## src/rtl/cpu_ctrl_pkg.sv

```systemverilog
// Shared types and encodings for the multi-cycle CPU control path:
// FSM states, opcode/funct values, ALU control codes and the strobe bundle.
package cpu_ctrl_pkg;

  typedef enum logic [2:0] {
    FETCH  = 3'd0,
    DECODE = 3'd1,
    EXEC   = 3'd2,
    MEM    = 3'd3,
    WB     = 3'd4
  } state_t;

  localparam logic [5:0] OP_RTYPE = 6'h00;
  localparam logic [5:0] OP_BEQ   = 6'h04;
  localparam logic [5:0] OP_BNE   = 6'h05;
  localparam logic [5:0] OP_BGTZ  = 6'h07;
  localparam logic [5:0] OP_ADDI  = 6'h08;
  localparam logic [5:0] OP_LW    = 6'h23;
  localparam logic [5:0] OP_SW    = 6'h2b;

  localparam logic [5:0] FN_SLL  = 6'h00;
  localparam logic [5:0] FN_ADD  = 6'h20;
  localparam logic [5:0] FN_ADDU = 6'h21;
  localparam logic [5:0] FN_SUB  = 6'h22;
  localparam logic [5:0] FN_SUBU = 6'h23;
  localparam logic [5:0] FN_AND  = 6'h24;
  localparam logic [5:0] FN_OR   = 6'h25;
  localparam logic [5:0] FN_SLT  = 6'h2a;
  localparam logic [5:0] FN_SLTU = 6'h2b;

  localparam logic [2:0] ALU_AND  = 3'd0;
  localparam logic [2:0] ALU_OR   = 3'd1;
  localparam logic [2:0] ALU_ADD  = 3'd2;
  localparam logic [2:0] ALU_SLT  = 3'd3;
  localparam logic [2:0] ALU_ADDU = 3'd4;
  localparam logic [2:0] ALU_SLL  = 3'd5;
  localparam logic [2:0] ALU_SUB  = 3'd6;
  localparam logic [2:0] ALU_SLTU = 3'd7;

  localparam logic [1:0] SRCB_BUSB   = 2'b00;
  localparam logic [1:0] SRCB_FOUR   = 2'b01;
  localparam logic [1:0] SRCB_IMM    = 2'b10;
  localparam logic [1:0] SRCB_IMM_SH = 2'b11;

  typedef enum logic [2:0] {
    IC_RTYPE  = 3'd0,
    IC_ADDI   = 3'd1,
    IC_LW     = 3'd2,
    IC_SW     = 3'd3,
    IC_BEQ    = 3'd4,
    IC_BNE    = 3'd5,
    IC_BGTZ   = 3'd6,
    IC_NONE   = 3'd7
  } iclass_t;

  typedef struct packed {
    logic       mem_rd;
    logic       mem_wr;
    logic       iord;
    logic       ir_wr;
    logic       pc_wr;
    logic       pc_src;
    logic       reg_wr;
    logic       reg_dst;
    logic       mem_to_reg;
    logic       ext_op;
    logic       alu_src_a;
    logic [1:0] alu_src_b;
    logic [2:0] alu_ctr;
    logic       instr_done;
    logic       illegal;
    logic       bus_err;
    logic       trap;
  } ctrl_t;

endpackage

```

## src/rtl/mc_alu_decode.sv

```systemverilog
// Combinational op/funct decode: ALU operation for EXEC, instruction class,
// legality, and whether the instruction is a signed op that may trap.
module mc_alu_decode
  import cpu_ctrl_pkg::*;
(
  input  logic [5:0] op,
  input  logic [5:0] funct,
  output logic [2:0] alu_ctr,
  output iclass_t    iclass,
  output logic       legal,
  output logic       ovf_chk
);

  always_comb begin
    alu_ctr = ALU_ADD;
    iclass  = IC_NONE;
    legal   = 1'b1;
    ovf_chk = 1'b0;
    unique case (op)
      OP_RTYPE: begin
        iclass = IC_RTYPE;
        unique case (funct)
          FN_SLL:  alu_ctr = ALU_SLL;
          FN_ADD:  begin alu_ctr = ALU_ADD; ovf_chk = 1'b1; end
          FN_ADDU: alu_ctr = ALU_ADDU;
          FN_SUB:  begin alu_ctr = ALU_SUB; ovf_chk = 1'b1; end
          // subu shares the subtractor; only the trap check differs
          FN_SUBU: alu_ctr = ALU_SUB;
          FN_AND:  alu_ctr = ALU_AND;
          FN_OR:   alu_ctr = ALU_OR;
          FN_SLT:  alu_ctr = ALU_SLT;
          FN_SLTU: alu_ctr = ALU_SLTU;
          default: begin legal = 1'b0; iclass = IC_NONE; end
        endcase
      end
      OP_ADDI: begin iclass = IC_ADDI; ovf_chk = 1'b1; end
      OP_LW:   iclass = IC_LW;
      OP_SW:   iclass = IC_SW;
      OP_BEQ:  begin iclass = IC_BEQ;  alu_ctr = ALU_SUB; end
      OP_BNE:  begin iclass = IC_BNE;  alu_ctr = ALU_SUB; end
      OP_BGTZ: begin iclass = IC_BGTZ; alu_ctr = ALU_SUB; end
      default: legal = 1'b0;
    endcase
  end

endmodule

```

## src/rtl/multicycle_control.sv

```systemverilog
// Multi-cycle CPU control FSM (FETCH/DECODE/EXEC/MEM/WB) with mem_ready timeout
// and illegal-opcode path. Define CPU_OVF_TRAP_EN to enable the signed-overflow trap.
module multicycle_control
  import cpu_ctrl_pkg::*;
#(
  parameter int MEM_TIMEOUT = 16,
  parameter int TO_W        = 5
) (
  input  logic       clk,
  input  logic       rst,
  input  logic [5:0] op,
  input  logic [5:0] funct,
  input  logic       equal,
  input  logic       sign,
  input  logic       ovf,
  input  logic       mem_ready,
  output logic       mem_rd,
  output logic       mem_wr,
  output logic       iord,
  output logic       ir_wr,
  output logic       pc_wr,
  output logic       pc_src,
  output logic       reg_wr,
  output logic       reg_dst,
  output logic       mem_to_reg,
  output logic       ext_op,
  output logic       alu_src_a,
  output logic [1:0] alu_src_b,
  output logic [2:0] alu_ctr,
  output logic       instr_done,
  output logic       illegal,
  output logic       bus_err,
  output logic       trap,
  output logic [2:0] dbg_state
);

  localparam logic [TO_W-1:0] TO_LIM = TO_W'(MEM_TIMEOUT);

  state_t          state, next_state;
  logic [TO_W-1:0] to_cnt, next_cnt;
  ctrl_t           ctrl, ctrl_out;

  logic [2:0] dec_alu_ctr;
  iclass_t    dec_iclass;
  logic       dec_legal;
  logic       dec_ovf_chk;
  logic       waiting;
  logic       timed_out;
  logic       taken;

  mc_alu_decode u_dec (
    .op      (op),
    .funct   (funct),
    .alu_ctr (dec_alu_ctr),
    .iclass  (dec_iclass),
    .legal   (dec_legal),
    .ovf_chk (dec_ovf_chk)
  );

  // mem_ready only counts while a request is outstanding (FETCH or MEM).
  assign waiting   = ((state == FETCH) || (state == MEM)) && !mem_ready;
  assign timed_out = waiting && (MEM_TIMEOUT != 0) && (to_cnt == TO_LIM);
  assign next_cnt  = (waiting && !timed_out && (MEM_TIMEOUT != 0)) ? to_cnt + 1'b1 : '0;

  always_comb begin
    taken = 1'b0;
    unique case (dec_iclass)
      IC_BEQ:  taken = equal;
      IC_BNE:  taken = !equal;
      IC_BGTZ: taken = !equal && !sign;
      default: taken = 1'b0;
    endcase
  end

  always_comb begin
    ctrl       = '0;
    next_state = state;
    unique case (state)
      FETCH: begin
        if (timed_out) begin
          ctrl.bus_err = 1'b1;
        end else begin
          ctrl.mem_rd = 1'b1;
          if (mem_ready) begin
            ctrl.ir_wr     = 1'b1;
            ctrl.pc_wr     = 1'b1;
            ctrl.alu_src_b = SRCB_FOUR;
            ctrl.alu_ctr   = ALU_ADDU;
            next_state     = DECODE;
          end
        end
      end
      DECODE: begin
        // Branch target is computed speculatively into ALUOut here.
        ctrl.alu_src_b = SRCB_IMM_SH;
        ctrl.alu_ctr   = ALU_ADDU;
        if (!dec_legal) begin
          ctrl.illegal = 1'b1;
          next_state   = FETCH;
        end else begin
          next_state = EXEC;
        end
      end
      EXEC: begin
        unique case (dec_iclass)
          IC_RTYPE: begin
            ctrl.alu_src_a = 1'b1;
            ctrl.alu_src_b = SRCB_BUSB;
            ctrl.alu_ctr   = dec_alu_ctr;
            next_state     = WB;
          end
          IC_ADDI, IC_LW, IC_SW: begin
            ctrl.alu_src_b = SRCB_IMM;
            ctrl.ext_op    = 1'b1;
            ctrl.alu_ctr   = ALU_ADD;
            next_state     = (dec_iclass == IC_ADDI) ? WB : MEM;
          end
          default: begin
            ctrl.alu_src_a  = 1'b1;
            ctrl.alu_src_b  = SRCB_BUSB;
            ctrl.alu_ctr    = ALU_SUB;
            ctrl.pc_wr      = taken;
            ctrl.pc_src     = taken;
            ctrl.instr_done = 1'b1;
            next_state      = FETCH;
          end
        endcase
`ifdef CPU_OVF_TRAP_EN
        if (dec_ovf_chk && ovf) begin
          ctrl.trap  = 1'b1;
          next_state = FETCH;
        end
`endif
      end
      MEM: begin
        if (timed_out) begin
          ctrl.bus_err = 1'b1;
          next_state   = FETCH;
        end else begin
          ctrl.iord   = 1'b1;
          ctrl.mem_rd = (dec_iclass == IC_LW);
          ctrl.mem_wr = (dec_iclass == IC_SW);
          if (mem_ready) begin
            if (dec_iclass == IC_LW) begin
              next_state = WB;
            end else begin
              ctrl.instr_done = 1'b1;
              next_state      = FETCH;
            end
          end
        end
      end
      WB: begin
        ctrl.reg_wr     = 1'b1;
        ctrl.reg_dst    = (dec_iclass == IC_RTYPE);
        ctrl.mem_to_reg = (dec_iclass == IC_LW);
        ctrl.instr_done = 1'b1;
        next_state      = FETCH;
      end
      default: next_state = FETCH;
    endcase
  end

`ifndef CPU_OVF_TRAP_EN
  logic ovf_unused;
  assign ovf_unused = ovf ^ dec_ovf_chk;
`endif

  always_ff @(posedge clk or posedge rst) begin
    if (rst) begin
      state  <= FETCH;
      to_cnt <= '0;
    end else begin
      state  <= next_state;
      to_cnt <= next_cnt;
    end
  end

  // Reset gates every strobe immediately so an abort never leaks a write.
  assign ctrl_out   = rst ? '0 : ctrl;
  assign mem_rd     = ctrl_out.mem_rd;
  assign mem_wr     = ctrl_out.mem_wr;
  assign iord       = ctrl_out.iord;
  assign ir_wr      = ctrl_out.ir_wr;
  assign pc_wr      = ctrl_out.pc_wr;
  assign pc_src     = ctrl_out.pc_src;
  assign reg_wr     = ctrl_out.reg_wr;
  assign reg_dst    = ctrl_out.reg_dst;
  assign mem_to_reg = ctrl_out.mem_to_reg;
  assign ext_op     = ctrl_out.ext_op;
  assign alu_src_a  = ctrl_out.alu_src_a;
  assign alu_src_b  = ctrl_out.alu_src_b;
  assign alu_ctr    = ctrl_out.alu_ctr;
  assign instr_done = ctrl_out.instr_done;
  assign illegal    = ctrl_out.illegal;
  assign bus_err    = ctrl_out.bus_err;
  assign trap       = ctrl_out.trap;
  assign dbg_state  = rst ? 3'd0 : state;

endmodule

```

## config.mk

```make
export PLATFORM = sky130hd
export DESIGN_NAME = multicycle_control
export DESIGN_NICKNAME = d
export VERILOG_FILES = /design/src/rtl/cpu_ctrl_pkg.sv /design/src/rtl/mc_alu_decode.sv /design/src/rtl/multicycle_control.sv
export SDC_FILE = /design/constraint.sdc
export NUM_CORES = 1
export LEC_CHECK = 0
export ABC_AREA = 1
export CAP_MARGIN = 5
export CELL_PAD_IN_SITES_DETAIL_PLACEMENT = 1
export CELL_PAD_IN_SITES_GLOBAL_PLACEMENT = 2
export CORE_MARGIN = 4
export CORE_UTILIZATION = 20
export CTS_CLUSTER_SIZE = 10
export DETAILED_ROUTE_END_ITERATION = 12
export HOLD_SLACK_MARGIN = 0.15
export MAX_ROUTING_LAYER = met4
export PLACE_DENSITY = 0.84
export SYNTH_ARGS = -nofsm -noshare
export SYNTH_HDL_FRONTEND = slang
export SYNTH_SLANG_ARGS = --single-unit
```

## constraint.sdc

```tcl
create_clock -name clk -period 2.01 [get_ports clk]
set_clock_uncertainty 0.1 [all_clocks]
set_input_delay 0.3015 -clock clk [delete_from_list [all_inputs] [get_ports clk]]
set_output_delay 0.3015 -clock clk [all_outputs]
set_load 0.005 [all_outputs]
```

==> reports/qor.csv <==
stage,metric,value,unit
place,routability congestion estimate,0.789,
power,Internal Power,0.000636,W
power,power share of the combinational group,0.620,
clock_tree,Clock Latency Late Sink,220,ps
clock_tree,cts bufs inserted,3,
logic_synthesis,"count leader, synth",nor2_1,
logic_synthesis,Cells after Synth,169,
power,Seq pwr share,0.206,
routing,drt pass-1 iters,4,
timing,Final setup viols,2,
die,Die Wd,78.2,um
logic_synthesis,YS warnings,0,
die,IO Count,41,
clock_tree,"buffers from clock root to sink, at most",2,
power,Clock Power Share,0.174,
critical_path,worst-case reg-to-reg path depth,10,
timing,Tcrit/Tclk final,1.01,
grt,largest net degree at the start of global routing,9,
critical_path,Setup crit end kind,output pin,
routing,met3 routed WL,117,um
grt,first-pass GRT wire length,6820,um
grt,Total GRT Usage,0.141,
routing,top sig layer,met4,
logic_synthesis,cell taking the most area after synthesis,dfrtp_1,
run_status,status,"complete, but fails checks",
clock_tree,CTS root buffer,clkbuf_8,
die,num rows,25,
clock_tree,CTS H-Tree Depth,1,
power,Switching Share,0.397,
timing,min Tclk post-route,2040,ps
routing,vias per inst,4.31,
timing,final setup margin,-25.2,ps
critical_path,critical path's top delay family,simple AND/OR/NAND/NOR gates,
grt,initial antenna violation count,0,
routing,Total Wirelength,4260,um
run_status,failing checks,negative setup slack,
clock_tree,clock slew seen by the registers of the worst setup and hold paths,40,ps
timing,RSZ-0062 raised after global routing,yes,
routing,WL met2,2460,um
final_layout,Layout Utilization,0.434,
final_layout,Final Cell Area,2070,um2
clock_tree,CTS Hold Bufs,0,
routing,Routed Antenna Nets,0,
timing,final hold vios,0,
routing,Metal-1 WL,1650,um
logic_synthesis,synthesized cell area,986,um2
critical_path,Slowest cell on crit path,dfrtp_2,
critical_path,Critical Path RT,1610,ps
power,Lkg Pwr,1.09,nW
critical_path,Critical Path Source Type,flip-flop,
final_layout,layout cells sized above 1,0.559,
final_layout,antenna fix cells,0,
logic_synthesis,synth top area cells,"dfrtp_1 (20%), nor2_1 (14%), inv_1 (12%)",
place,number of buffers added on ports,38,
clock_tree,TritonCTS clock tree,done,
timing,setup_tns,-36.1,ps
timing,"Slew Viols, Final",0,
logic_synthesis,syn avg cell area,5.83,um2
die,Die H,78.2,um
worst_hold_path,Hold WC Path Type,in -> reg,
place,Placed Area,1750,um2
logic_synthesis,most common library cells after synthesis,"nor2_1 (37), inv_1 (32), nand2_1 (28)",
timing,hold_ws,479,ps
final_layout,fin nets,292,
routing,DRT iter0 DRCs,25,
logic_synthesis,register area share after synthesis,0.203,
critical_path,Worst path max stage delay,430,ps
logic_synthesis,async set-reset flop share out of synthesis,1.00,
critical_path,Worst EP arrival,1630,ps
power,PD cells,511,nW/um2
power,P_sw,0.000419,W
critical_path,"Max FO, Critical Path",4,
final_layout,Area Growth Syn to Fin,110,%
routing,number of remaining DRC errors,0,
place,HPWL after detailed placement,3050,um
logic_synthesis,top-area cell type share of the netlist area,0.203,
routing,Vias,1452,
die,die footprint,6120,um2
critical_path,critical path class,reg -> out,
logic_synthesis,Synth Flop Type,dfrtp_1,
job,Max Cap Violations,0,
worst_hold_path,hold path cells,4,
logic_synthesis,syn_nets,189,
die,core area,4750,um2
clock_tree,CTS sink count,8,
critical_path,"Critical Path, Cell by Cell","buf_4, nand3_2, nand2_2, nand3_4, nand2_4, or2_4, a21oi_2, buf_2",
grt,vias in the first global route,1521,
final_layout,# fillers,616,
grt,grt ovf,0,
routing,routed len/inst,12.7,um
place,DP Worst Slack,-619,ps
die,Starting Density,0.207,
timing,Max Clock Freq,491,MHz
critical_path,Worst path depth,8,
logic_synthesis,"EDFF count, synth",0,
critical_path,crit path buf inv count,2,
logic_synthesis,Synth cell types,31,
logic_synthesis,Yosys reg bits,8,
power,Max IR drop VDD,0.145,mV
[cells in the final DEF (no fill, tap or decap), types with 3 or more instances in the layout]
cell and n:
dfrtp_2 3, nor2_1 22, nand4_1 4, nand2_1 24
nor2_4 11, nand3_1 10, buf_4 61, buf_6 4
nor2_2 6, inv_1 22, buf_2 16, clkbuf_2 4
nor3_2 4, inv_2 11, dlygate4sd2_1 10, dlymetal6s2s_1 3
a21oi_2 4, clkbuf_8 3, nand2_2 6, nand3_2 9
o211ai_1 3, dfrtp_1 5
[through the flow]
stage / instances / total power (W)
after global routing: 337 / 0.00115
after detailed placement: 313 / 0.000749
after floorplan: 169 / 0.000445
after CTS: 328 / 0.000986
after global placement: 313 / 0.000730
final: 337 / 0.00105
[power groups by stage]
stage / Clock, W / Combinational (W) / Sequential, W
global route: 0.000203 / 0.000724 / 0.000219
global placement: 0 / 0.000520 / 0.000210
floorplan: 0 / 0.000235 / 0.000210
CTS: 0.000191 / 0.000568 / 0.000226
finish: 0.000184 / 0.000654 / 0.000217
detailed placement: 0 / 0.000534 / 0.000214
[layout make-up]
class / count / area (um2) / area share
multi-input cells: 125 / 855 / 0.414
inverters: 33 / 124 / 0.0600
clock buffers: 3 / 41.3 / 0.0200
flip-flops and latches: 8 / 204 / 0.0987
repair buffers: 101 / 758 / 0.367
well taps: 67 / 83.8 / 0.0406
[cells by family (layout without fill, tap and decap cells)]
family | Yosys count | after routing | synth area share
and+or+nand+nor | 106 | 106 | 0.510
buffers and inverters | 36 | 137 | 0.141
AOI/OAI and AO/OA | 13 | 13 | 0.0901
DFF | 8 | 8 | 0.203
xor gates and xnor gates | 3 | 3 | 0.0267
adders and majority gates | 2 | 2 | 0.0254
other | 1 | 1 | 0.00380
[per-layer routing]
| layer | track usage | vias up |
|---|---|---|
| li1 | - | 735 |
| met1 | 0.144 | 683 |
| met2 | 0.284 | 30 |
| met3 | 0.00917 | 4 |
| met4 | 0.0420 | 0 |
| met5 | - | - |
[final timing paths]
check	startpoint	to	slack (ps)
setup / recovery	state[0]$_DFFE_PP0P_	mem_rd	-30
hold / removal	op[2]	state[1]$_DFFE_PP0P_	480
setup reg to reg	state[0]$_DFFE_PP0P_	state[0]$_DFFE_PP0P_	260
hold reg to reg	to_cnt[4]$_DFF_PP0_	to_cnt[4]$_DFF_PP0_	490
max in group asynchronous	rst	state[0]$_DFFE_PP0P_	1080
min in group asynchronous	rst	state[2]$_DFFE_PP0P_	590
[registers in the layout (all words and copies together), names as in the netlist]
signal  count
state       3
to_cnt      5
[what timing repair did]
action / in CTS / in global routing
pin swaps: 32 / 11
setup buffers: 13 / 9
cloned: 0 / 0
resized for setup: 139 / 27
endpoints found under the setup margin: 22 / 16
[tightest hold or removal path, stage by stage]
cell and delay (ps):
buf_2 130, buf_4 140, nor3_2 50, nand3b_1 140
No activity file was read; power rests on OpenSTA's default activity.
